$ cat config.mk
export PLATFORM = sky130hd
export DESIGN_NAME = spi_frame_scheduler
export DESIGN_NICKNAME = d
export VERILOG_FILES = /design/src/rtl/spi_sched_pkg.sv /design/src/rtl/rr_arbiter.sv /design/src/rtl/spi_frame_scheduler.sv
export SDC_FILE = /design/constraint.sdc
export NUM_CORES = 1
export LEC_CHECK = 0
export CAP_MARGIN = 20
export CORE_MARGIN = 5
export CORE_UTILIZATION = 36
export CTS_CLUSTER_DIAMETER = 120
export DETAILED_ROUTE_END_ITERATION = 16
export PLACE_DENSITY = 0.78
export SLEW_MARGIN = 20
export SYNTH_ARGS = -nofsm -noshare
export SYNTH_HDL_FRONTEND = slang
export SYNTH_SLANG_ARGS = --single-unit
$ cat constraint.sdc
create_clock -name clk -period 2.71 [get_ports clk]
set_input_delay 0.813 -clock clk [delete_from_list [all_inputs] [get_ports clk]]
set_output_delay 0.813 -clock clk [all_outputs]
set_load 0.03 [all_outputs]
$ cat src/rtl/spi_sched_pkg.sv
// Shared types and constants for the SPI frame scheduler.
package spi_sched_pkg;

    localparam int unsigned SPI_W = 32;

    typedef enum logic [2:0] {
        IDLE      = 3'd0,
        LAUNCH    = 3'd1,
        WAIT_DONE = 3'd2,
        RESPOND   = 3'd3,
        GAP       = 3'd4
    } sched_state_e;

    // Ceiling log2, usable in parameter expressions.
    function automatic int unsigned clog2(input int unsigned v);
        int unsigned r;
        r = 0;
        while ((64'(1) << r) < 64'(v)) begin
            r = r + 1;
        end
        return r;
    endfunction

endpackage

$ cat src/rtl/rr_arbiter.sv
// Combinational round-robin pick: first set req bit searching upward from last+1.
module rr_arbiter
    import spi_sched_pkg::*;
#(
    parameter int unsigned NREQ = 4,
    parameter int unsigned IDW  = 2
) (
    input  logic [NREQ-1:0] req,
    input  logic [IDW-1:0]  last,
    output logic [IDW-1:0]  gnt_id,
    output logic            any
);

    int unsigned idx;

    // Scan from the farthest offset down so the nearest requester wins.
    always_comb begin
        gnt_id = '0;
        any    = 1'b0;
        idx    = 0;
        for (int unsigned i = NREQ; i >= 1; i--) begin
            idx = (32'(last) + i) % NREQ;
            if (req[IDW'(idx)]) begin
                gnt_id = IDW'(idx);
                any    = 1'b1;
            end
        end
    end

endmodule

$ cat src/rtl/spi_frame_scheduler.sv
// Round-robin scheduler sharing one spi_master between NREQ requesters,
// with inter-frame gap and transfer timeout.
module spi_frame_scheduler
    import spi_sched_pkg::*;
#(
    parameter int unsigned NREQ       = 4,
    parameter int unsigned IDW        = 2,
    parameter int unsigned GAP_CYCLES = 8,
    parameter int unsigned TIMEOUT    = 4096
) (
    input  logic                  clk,
    input  logic                  reset,
    input  logic [NREQ-1:0]       req,
    input  logic [NREQ*SPI_W-1:0] req_data,
    output logic [NREQ-1:0]       ack,
    output logic [SPI_W-1:0]      rsp_data,
    output logic                  err,
    output logic                  busy,
    output logic [IDW-1:0]        grant_id,
    output logic                  spi_start,
    output logic [SPI_W-1:0]      spi_tx_data,
    input  logic                  spi_done,
    input  logic [SPI_W-1:0]      spi_rx_data
);

    localparam int unsigned TCNT_W   = clog2(TIMEOUT) + 1;
    localparam int unsigned GCNT_W   = (clog2(GAP_CYCLES + 1) > 0) ? clog2(GAP_CYCLES + 1) : 1;
    localparam int unsigned GAP_LAST = (GAP_CYCLES > 0) ? GAP_CYCLES - 1 : 0;

    sched_state_e      state_q, state_d;
    logic [TCNT_W-1:0] tcnt_q, tcnt_d;
    logic [GCNT_W-1:0] gcnt_q, gcnt_d;

    logic [NREQ-1:0]   ack_d;
    logic [SPI_W-1:0]  rsp_d;
    logic              err_d;
    logic              busy_d;
    logic [IDW-1:0]    grant_d;
    logic              start_d;
    logic [SPI_W-1:0]  tx_d;

    logic [IDW-1:0]    arb_gnt;
    logic              arb_any;

    // grant_id doubles as the last-grant pointer for the arbiter.
    rr_arbiter #(
        .NREQ (NREQ),
        .IDW  (IDW)
    ) u_arb (
        .req    (req),
        .last   (grant_id),
        .gnt_id (arb_gnt),
        .any    (arb_any)
    );

    // Next-state and next-output logic.
    always_comb begin
        state_d = state_q;
        tcnt_d  = tcnt_q;
        gcnt_d  = gcnt_q;
        ack_d   = '0;
        rsp_d   = rsp_data;
        err_d   = err;
        grant_d = grant_id;
        start_d = 1'b0;
        tx_d    = spi_tx_data;

        unique case (state_q)
            IDLE: begin
                if (arb_any) begin
                    grant_d = arb_gnt;
                    for (int unsigned i = 0; i < NREQ; i++) begin
                        if (arb_gnt == IDW'(i)) begin
                            tx_d = req_data[i*SPI_W +: SPI_W];
                        end
                    end
                    start_d = 1'b1;
                    tcnt_d  = '0;
                    state_d = LAUNCH;
                end
            end
            LAUNCH: begin
                tcnt_d  = tcnt_q + 1'b1;
                state_d = WAIT_DONE;
            end
            WAIT_DONE: begin
                tcnt_d = tcnt_q + 1'b1;
                // Counter holds cycles since spi_start; done beats timeout.
                if (spi_done) begin
                    rsp_d           = spi_rx_data;
                    err_d           = 1'b0;
                    ack_d[grant_id] = 1'b1;
                    state_d         = RESPOND;
                end else if (tcnt_q == TCNT_W'(TIMEOUT - 1)) begin
                    rsp_d           = '0;
                    err_d           = 1'b1;
                    ack_d[grant_id] = 1'b1;
                    state_d         = RESPOND;
                end
            end
            RESPOND: begin
                gcnt_d  = '0;
                state_d = (GAP_CYCLES > 0) ? GAP : IDLE;
            end
            GAP: begin
                if (gcnt_q == GCNT_W'(GAP_LAST)) begin
                    state_d = IDLE;
                end else begin
                    gcnt_d = gcnt_q + 1'b1;
                end
            end
            default: begin
                state_d = IDLE;
            end
        endcase

        busy_d = (state_d != IDLE);
    end

    // State and registered outputs.
    always_ff @(posedge clk) begin
        if (reset) begin
            state_q     <= IDLE;
            tcnt_q      <= '0;
            gcnt_q      <= '0;
            ack         <= '0;
            rsp_data    <= '0;
            err         <= 1'b0;
            busy        <= 1'b0;
            grant_id    <= IDW'(NREQ - 1);
            spi_start   <= 1'b0;
            spi_tx_data <= '0;
        end else begin
            state_q     <= state_d;
            tcnt_q      <= tcnt_d;
            gcnt_q      <= gcnt_d;
            ack         <= ack_d;
            rsp_data    <= rsp_d;
            err         <= err_d;
            busy        <= busy_d;
            grant_id    <= grant_d;
            spi_start   <= start_d;
            spi_tx_data <= tx_d;
        end
    end

endmodule

# ---- After elaboration in Yosys (flattened, before gate mapping)
# Index checks and enable logic that the tools add are counted.
# Widths: inputs -> output; s select.
dict set report op_classes {
  addsub 6
  magnitude_cmp 6
  eq_ne 11
  n_mux 38
  bitwise_logic 2
  reduce_logical 16
}
# operator n
set ops {}
lappend ops {{$mux 32} 6}
lappend ops {{$pmux 13 s2} 1}
lappend ops {{$lt 2x3->1 const B} 5}
lappend ops {{$pmux 3 s5} 1}
lappend ops {{$add 13x1->13 const B} 1}
lappend ops {{$eq 13x12->1 const B} 1}
lappend ops {{$mux 13} 1}
lappend ops {{$mux 1} 12}
lappend ops {{$mux 3} 4}
lappend ops {{$mux 4} 3}
lappend ops {{$bmux 1 s2} 4}
lappend ops {{$mux 2} 4}
lappend ops {{$pmux 4 s2} 1}
lappend ops {{$reduce_and 2->1} 4}
lappend ops {{$eq 3x2->1 const B} 2}
lappend ops {{$reduce_bool 2->1} 3}
lappend ops {{$reduce_or 2->1} 3}
lappend ops {{$add 2x1->2 const B} 2}
lappend ops {{$add 2x2->2 const B} 2}
lappend ops {{$add 4x1->4 const B} 1}
lappend ops {{$eq 2x2->1 const B} 2}
lappend ops {{$eq 4x3->1 const B} 1}
lappend ops {{$ne 2x2->1 const B} 2}
lappend ops {{$reduce_bool 4->1} 1}
lappend ops {{11 further kinds} 12}
dict set report word_totals {
  register_bits 93
  in_bits 167
  output_inout_bits 73
  elab_cells 89
}

# ---- Logic depth before layout (Yosys ltp)
dict set report depth {
  word_depth 12
  ltp_mapped 12
  depth_no_buf 8
}

# ---- By module
# Synthesis repeated with hierarchy kept, for this count alone.
dict set report unflattened {
  hier_cells 410
  hier_area_um2 4180.3
}
# module instances cells_each area_per_inst_um2 seq_area_each_um2
set by_module_without_submodules {}
lappend by_module_without_submodules {spi_frame_scheduler 1 396 4088.9 1861.8}
lappend by_module_without_submodules {rr_arbiter 1 14 91.3 0.0}

# ---- Worst setup path after synthesis
# Ideal clock, no wire load.
dict set report synth_path {
  path_type {reg-to-reg}
  startpoint {register grant_id[0]}
  endpoint {register spi_tx_data[15]}
  t_arrival_ps 2767
  slack_ps -174
  stages_incl_launch_ff 13
  path_buffers 4
  path_cell_list {dfxtp_1 -> buf_6 -> inv_1 -> ha_1 -> buf_2 -> mux4_2 -> o221ai_1 -> a221oi_2 -> buf_6 -> buf_12 -> mux2i_1 -> nand2_1 -> a32o_1}
}
dict set report synth_between {
  elab_chain_len 11
}
# element line_no
set synth_lines {}
lappend synth_lines {{from (decl)} spi_frame_scheduler.sv:19} ;# output logic [IDW-1:0] grant_id,
lappend synth_lines {{from (signal assigned)} spi_frame_scheduler.sv:130} ;# grant_id <= IDW'(NREQ - 1);
lappend synth_lines {{from (signal assigned)} spi_frame_scheduler.sv:141} ;# grant_id <= grant_d;
lappend synth_lines {{$add 2x1->2} rr_arbiter.sv:22} ;# idx = (32'(last) + i) % NREQ;
lappend synth_lines {{$bmux 1 s2} rr_arbiter.sv:23} ;# if (req[IDW'(idx)]) begin
lappend synth_lines {{$mux 1 (implied by the code)} rr_arbiter.sv:23}
lappend synth_lines {{$mux 2 (4 in a row)} rr_arbiter.sv:23}
lappend synth_lines {{$eq 2x1->1} spi_frame_scheduler.sv:73} ;# if (arb_gnt == IDW'(i)) begin
lappend synth_lines {{$mux 32 (3 in a row)} spi_frame_scheduler.sv:73}
lappend synth_lines {{to (signal assigned)} spi_frame_scheduler.sv:143} ;# spi_tx_data <= tx_d;
lappend synth_lines {{to (decl)} spi_frame_scheduler.sv:21} ;# output logic [SPI_W-1:0] spi_tx_data,
# Parallel ways exist; a longest one is shown, timed or not. The select of a mux whose other input is x is not followed.
# A chain may end at the register's enable or synchronous reset.

# ---- Worst setup path in the final report
dict set report layout_path {
  startpoint {input port req[0]}
  endpoint {register spi_tx_data[14]}
}
dict set report layout_between {
  elab_chain_len 10
}
# element line_no
set layout_lines {}
lappend layout_lines {{from (decl)} spi_frame_scheduler.sv:13} ;# input logic [NREQ-1:0] req,
lappend layout_lines {{$bmux 1 s2} rr_arbiter.sv:23}
lappend layout_lines {{$mux 1 (implied by the code)} rr_arbiter.sv:23}
lappend layout_lines {{$mux 2 (4 in a row)} rr_arbiter.sv:23}
lappend layout_lines {{$eq 2x1->1} spi_frame_scheduler.sv:73}
lappend layout_lines {{$mux 32 (3 in a row)} spi_frame_scheduler.sv:73}
# Parallel ways exist; a longest one is shown, timed or not. The select of a mux whose other input is x is not followed.

==> impl_metrics.py <==
metrics = {
    "status": {
        "outcome": "finished clean",
    },
    "floorplan": {
        "die_w_um": 122,
        "ios": 240,
        "initial_core_util_pct": 37.1,
        "coreArea_um2": 12200,
        "rows": 40,
        "dieArea_um2": 14900,
        "dieHeight_um": 122,
    },
    "timing": {
        "maxSlewViolCount": 0,
        "finClkSkew_ns": 0.0100,
        "hold_viol": 0,
        "setup_tns_ns": 0,
        "finalSetupViolCount": 0,
        "post-route-period-util_pct": 93.6,
        "max_freq_ghz": 0.394,
        "rsz0062_at_grt": "no",
        "relSlewSlack_pct": 60.2,
        "tightestPinTransition_ns": 0.597,
        "period_minus_slack_ns": 2.54,
    },
    "cts": {
        "clock_latency_ns": 0.35,
        "cts_max_level": 3,
        "cts-root-buf": "clkbuf_16",
        "cts-hold-fix-buffers": 0,
        "cts.clk_slew.worst_paths_ns": 0.07,
        "cts.sinks": 93,
        "cts_buffers": 9,
        "cts_buffer_depth": 2,
        "cts_tree": "done",
    },
    "synth": {
        "synthFlopType": "dfxtp_1",
        "synth_edf_count": 0,
        "synth_cells": 480,
        "syn-cell-area_um2": 4510,
        "ys_async_sr_fraction_pct": 0,
        "ys_seq_area_share_pct": 41.3,
        "syn_nets": 653,
        "yosys_warnings": 0,
        "avgSynthCellArea_um2": 9.40,
        "ys_ff_latch": 93,
        "yosysUniqueCellTypes": 44,
    },
    "routing": {
        "drc": 0,
        "routed_wl_um": 14600,
        "firstDrtPassIters": 5,
        "vias": 4546,
        "antenna_left": 0,
        "via_per_inst": 5.00,
        "drtIter0Drc": 227,
        "wl_per_cell_um": 16.1,
    },
    "worst_setup_path": {
        "critPathMaxStageDelay_ns": 0.36,
        "path_depth": 10,
        "critPathBufInv": 4,
        "critPathLaunchType": "input port",
        "crit_path_cell_trace": "dlygate4sd2_1 -> mux2i_2 -> o221ai_2 -> a221oi_4 -> buf_6 -> buf_16 -> buf_4 -> mux2i_1 -> nand2_1 -> a32o_1",
        "critical_path.max_fanout": 7,
        "crit_path_end_kind": "flip-flop",
        "critPathTopFamily": "compound AO/OA/AOI/OAI gates",
        "cp.arrival_ns": 2.77,
        "r2r.worst_path.cells": 12,
        "slowest_stage": "a221oi_4",
        "required_ns": 2.95,
        "critPathKind": "in2reg",
    },
    "power": {
        "clockPowerShare_pct": 16.7,
        "p_int_mw": 4.81,
        "seqPwrFrac_pct": 23.0,
        "power_mw": 7.88,
        "power.density_nw_per_um2": 1030,
        "p_leak_nw": 2.98,
        "pwr-share-comb_pct": 60.3,
        "swShare_pct": 39.0,
        "peakVddDrop_uv": 618,
        "p_sw_mw": 3.07,
    },
    "final_layout": {
        "final_common_cell": "clkdlybuf4s50_1",
        "num-fill-cells": 1017,
        "syn_to_final_growth_pct": 69.4,
        "nets": 909,
        "final_core_util_pct": 62.8,
        "mostFrequentLayoutCells": "clkdlybuf4s50_1 (235), dfxtp_1 (91), nand2_1 (75)",
        "diodes": 0,
        "layout-drive-gt1-share_pct": 9.85,
    },
    "place": {
        "portBuffers": 239,
        "place_congestion": 0.861,
        "hpwl_um": 11400,
    },
    "job": {
        "cap_violations": 0,
    },
    "global_routing": {
        "antenna_found_initial": 0,
        "first_global_vias": 4839,
        "grt_pass1_wl_um": 23100,
        "grt.overflow.total": 0,
        "grt_max_degree": 44,
        "track_usage_pct": 19.5,
    },
    "min_path": {
        "whs_path_depth": 1,
        "hp-class": "reg2reg",
    },
}
per-stage QoR:
step | std cells | worst slack, ns | hold WS [ns] | instance area (µm²)
5_1_grt | 909 | 0.00119 | 0.481 | 7640
3_3_place_gp | 891 | -0.345 | 0.445 | 7270
4_1_cts | 909 | 0.156 | 0.469 | 7640
6_report | 909 | 0.173 | 0.466 | 7640
2_1_floorplan | 480 | 0.0410 | 0.454 | 4520
3_5_place_dp | 891 | -0.447 | 0.452 | 7270
cells by family (layout without fill, tap and decap cells):
| family | Yosys count | count (layout) | share of synthesized area, % |
|---|---|---|---|
| AND/OR/NAND/NOR | 166 | 166 | 15.6 |
| flip-flops | 93 | 93 | 41.3 |
| AO/OA/AOI/OAI | 91 | 91 | 16.7 |
| multiplexers | 72 | 72 | 16.7 |
| XOR/XNOR | 11 | 11 | 2.14 |
| adder cells (fa/ha/maj) | 6 | 6 | 1.66 |
| buffers and inverters | 41 | 302 | 5.93 |
repair_timing:
item                       4_1_cts  5_1_grt
resized for setup               10        0
setup buffers                    1        0
pin swaps                        2        1
setup endpoints to repair       22        5
gates cloned                     1        0
power by group through the flow:
stage / Clock (mW) / Combinational, mW / Sequential [mW]
after global placement: 0 / 4.51 / 1.83
after detailed placement: 0 / 4.61 / 1.85
after floorplan: 0 / 2.64 / 2.29
final: 1.31 / 4.75 / 1.82
after global routing: 1.39 / 5.14 / 1.85
after CTS: 1.34 / 4.80 / 1.82
cells in the mapped netlist, types with 2 or more instances:
library cell,instances,area (µm²)
nand3b_1,2,15.0
nor4_1,2,12.5
a22oi_1,33,248
xor2_1,7,61.3
xnor2_1,4,35.0
nor2b_1,2,12.5
a21o_1,3,22.5
clkbuf_1,18,67.6
mux2_2,2,22.5
a221oi_2,2,30.0
a211oi_1,2,15.0
nor2_1,55,206
dfxtp_1,93,1860
nor3_1,6,30.0
nand2b_1,2,12.5
nand3_1,6,30.0
o21ai_0,4,20.0
buf_12,5,100
ha_1,6,75.1
clkbuf_4,2,15.0
and2_1,6,37.5
nand2_1,75,282
buf_2,5,25.0
mux4_2,2,45.0
o211ai_1,2,15.0
or3_1,2,12.5
a21oi_1,7,35.0
nor3b_1,2,15.0
buf_6,2,22.5
mux2i_1,67,671
a32o_1,32,320
nand4_1,4,25.0
inv_1,7,26.3
worst register-to-register path, stage by stage, from the launching register on:
cell	delay (ns)
dfxtp_2	0.39
inv_1	0.07
ha_1	0.31
buf_4	0.18
inv_1	0.09
o221ai_2	0.12
a221oi_4	0.36
buf_6	0.16
buf_16	0.11
buf_4	0.12
mux2i_1	0.20
nand2_1	0.08
a32o_1	0.24
path summary, 6_finish.rpt:
kind | startpoint | end | slack, ns
worst max-delay path | req[0] | spi_tx_data[14]$_SDFFE_PP0P_ | 0.17
worst min-delay path | spi_tx_data[21]$_SDFFE_PP0P_ | spi_tx_data[21]$_SDFFE_PP0P_ | 0.47
worst max register to register | grant_id[1]$_SDFFE_PP1P_ | spi_tx_data[14]$_SDFFE_PP0P_ | 0.18
worst min register to register | spi_tx_data[21]$_SDFFE_PP0P_ | spi_tx_data[21]$_SDFFE_PP0P_ | 0.47
final cells by class:
class	instances	area (µm²)	share of cell area (%)
clock inverter	4	55.1	0.720
sequential	93	1870	24.4
multi-input combinational	346	2430	31.8
timing repair buffer	279	2800	36.6
tap	168	210	2.75
clock buffer	12	256	3.36
inverter	7	26.3	0.344
sequential cells by signal (all words and copies together) (netlist names):
name,flops
ack,4
tcnt_q,13
grant_id,2
state_q,3
spi_start,1
err,1
rsp_data,32
spi_tx_data,32
busy,1
gcnt_q,4
layer usage:
metal	part of all wire (%)	vias to the layer above	global-route usage, %
li1	-	2247	-
met1	38	2122	21.6
met2	53	158	35.6
met3	6.6	19	5.20
met4	2.2	0	7.00
met5	0	-	0
(Power assumes the default switching activity.)
==> edit, RTL diff (same flow settings) <==
`IDW` is set to 2 in 2 places; all go to 1.
--- a/src/rtl/rr_arbiter.sv
+++ b/src/rtl/rr_arbiter.sv
@@ -3,7 +3,7 @@
     import spi_sched_pkg::*;
 #(
     parameter int unsigned NREQ = 4,
-    parameter int unsigned IDW  = 2
+    parameter int unsigned IDW  = 1
 ) (
     input  logic [NREQ-1:0] req,
     input  logic [IDW-1:0]  last,
--- a/src/rtl/spi_frame_scheduler.sv
+++ b/src/rtl/spi_frame_scheduler.sv
@@ -4,7 +4,7 @@
     import spi_sched_pkg::*;
 #(
     parameter int unsigned NREQ       = 4,
-    parameter int unsigned IDW        = 2,
+    parameter int unsigned IDW        = 1,
     parameter int unsigned GAP_CYCLES = 8,
     parameter int unsigned TIMEOUT    = 4096
 ) (
Interface: changed (resized grant_id); port bits go from 240 to 239. No check against the original RTL was run, so the function may have changed too.
==> edit against the unedited design <==
- maximum frequency is 6.7% higher
- design area is 25% lower
- count of clock-buffer cells in the layout stayed put
- wire length is 30% lower
- die area is 16% lower
- setup slack better by 160 ps
- synthesized area is 17% lower
- sequential cell count is 3 lower
- global-route usage is 3.4 points lower
- largest cell class is now sequential cells
Power is not compared: it rests on default switching activity, and its combinational part moved more than twofold at a synthesized area within 25%.
==> edit: results (changes against the unedited design) <==
share of synthesized area occupied by flip-flops and latches 48.3% (was 41.3%); worst-path fanout max 6 (was 7); final WL 10300 um (was 14600 um); number of buffers added on ports 170 (was 239); Root Driver sky130_fd_sc_hd__clkbuf_8 (was sky130_fd_sc_hd__clkbuf_16); terminating pin of the worst hold path err$_SDFFE_PP0P_ (was spi_tx_data[21]$_SDFFE_PP0P_); Tightest Pin Transition 521 ps (was 597 ps); number of fillers in the final layout 908 (was 1017); source of the worst hold timing path err$_SDFFE_PP0P_ (was spi_tx_data[21]$_SDFFE_PP0P_); complex-gate fraction of the synthesized area 20.9% (was 16.7%); post-detail-place hpwl 7740 um (was 11400 um); critical path's largest stage delay 590 ps (was 360 ps); Worst Slack Setup Final 332 ps (was 173 ps); fin nets 749 (was 909); # resized after CTS 0 (was 10); Tot GR Track Use 16.0% (was 19.5%); setup slack of the worst register-to-register path 840 ps (was 180 ps); result of the run completed (unchanged); number of vias after detailed routing 3609 (was 4546); Worst EP arrival 2640 ps (was 2770 ps); ranking of synthesized cells by area sky130_fd_sc_hd__dfxtp_1, sky130_fd_sc_hd__mux2i_1, sky130_fd_sc_hd__a211oi_1, sky130_fd_sc_hd__a21oi_1, sky130_fd_sc_hd__o21ai_0 (was sky130_fd_sc_hd__dfxtp_1, sky130_fd_sc_hd__mux2i_1, sky130_fd_sc_hd__a32o_1, sky130_fd_sc_hd__nand2_1, sky130_fd_sc_hd__a22oi_1); Worst-Skew Late Latency 340 ps; worst slack at placement -4.76 ps (was -447 ps); Starting DRT DRC Count 224 (was 227); Synth Area in XOR/XNOR 1.64% (was 2.14%); worst flop-to-flop path startpoint state_q[1]$_SDFF_PP0_ (was grant_id[1]$_SDFFE_PP1P_); worst-case clock skew 7.74 ps (was 10.0 ps); maximum number of pins on one net before global-route repair 65 (was 44); adder and majority cell fraction of the synthesized area 0.671% (was 1.66%); number of buffers added for setup after CTS 0 (was 1); global-route wire length before repair 16800 um (was 23100 um); Slowest cell on crit path sky130_fd_sc_hd__clkdlybuf4s50_1 (was sky130_fd_sc_hd__a221oi_4); endpoint of the most critical register-to-register path tcnt_q[11]$_SDFFE_PP0P_ (was spi_tx_data[14]$_SDFFE_PP0P_); count of cells along the worst register-to-register path 4 (was 12); vias per inst 5.03 (was 5.00); mux share of post-synthesis cell area 8.58% (was 16.7%); number of global-route vias before repair 3529 (was 4839); Syn Area/Cell 8.84 sq um (was 9.40 sq um); Cells after DPL 705 (was 891); routability-driven placement congestion ratio 0.759 (was 0.861); Commonest cells post-synth sky130_fd_sc_hd__dfxtp_1, sky130_fd_sc_hd__a21oi_1, sky130_fd_sc_hd__nor2_1 (was sky130_fd_sc_hd__dfxtp_1, sky130_fd_sc_hd__nand2_1, sky130_fd_sc_hd__mux2i_1)
-- edit: how the worst max path moves through the flow --
stage	startpoint	endpoint	slack, ps	cells after the start
5_1_grt	req[1]	tcnt_q[11]$_SDFFE_PP0P_	270	5
4_1_cts	grant_id$_SDFFE_PP1P_	grant_id	330	1
3_5_place_dp	req[1]	tcnt_q[11]$_SDFFE_PP0P_	-5	5
2_1_floorplan	req[1]	tcnt_q[11]$_SDFFE_PP0P_	650	5
6_report	req[1]	tcnt_q[11]$_SDFFE_PP0P_	330	5
3_3_place_gp	req[1]	tcnt_q[11]$_SDFFE_PP0P_	20	5
-- edit: per-stage QoR --
step	hold slack, ps	utilization, %	setup TNS, ps	instance area (sq um)	power, mW
global route	488	55.8	0	5710	3.59
floorplan	449	-	0	3730	2.20
CTS	478	55.8	0	5710	3.44
finish	475	55.8	0	5710	3.40
detailed placement	462	54.4	-4.76	5570	2.70
global placement	454	54.4	0	5570	2.68
-- edit: logic make-up after synthesis --
family                   Yosys count
multiplexers                      32
adder cells (fa/ha/maj)            2
other                              1
AND/OR/NAND/NOR                  121
flip-flops                        90
buffers and inverters             39
XOR/XNOR                           7
AO/OA/AOI/OAI                    130
-- edit: cell type report --
class | count | area (sq um) | share of cell area [%]
sequential | 90 | 1800 | 31.6
clock inverter | 1 | 5.00 | 0.0876
clock buffer | 12 | 135 | 2.37
multi-input combinational | 294 | 1780 | 31.2
timing repair buffer | 180 | 1800 | 31.5
inverter | 5 | 18.8 | 0.329
tap | 136 | 170 | 2.98
-- edit: power by group --
group | switching, mW | internal [mW] | leakage [nW]
sequential | 0.0886 | 1.46 | 0.736
combinational | 0.616 | 0.502 | 1.22
clock | 0.412 | 0.318 | 0.0722
total | 1.12 | 2.28 | 2.02
-- edit: layer usage --
layer | wire (um) | track usage [%] | vias to the layer above
li1 | - | - | 1821
met1 | 4410 | 19.1 | 1631
met2 | 4640 | 25.9 | 143
met3 | 1020 | 6.20 | 14
met4 | 187 | 6.41 | 0
met5 | 0 | 0 | -
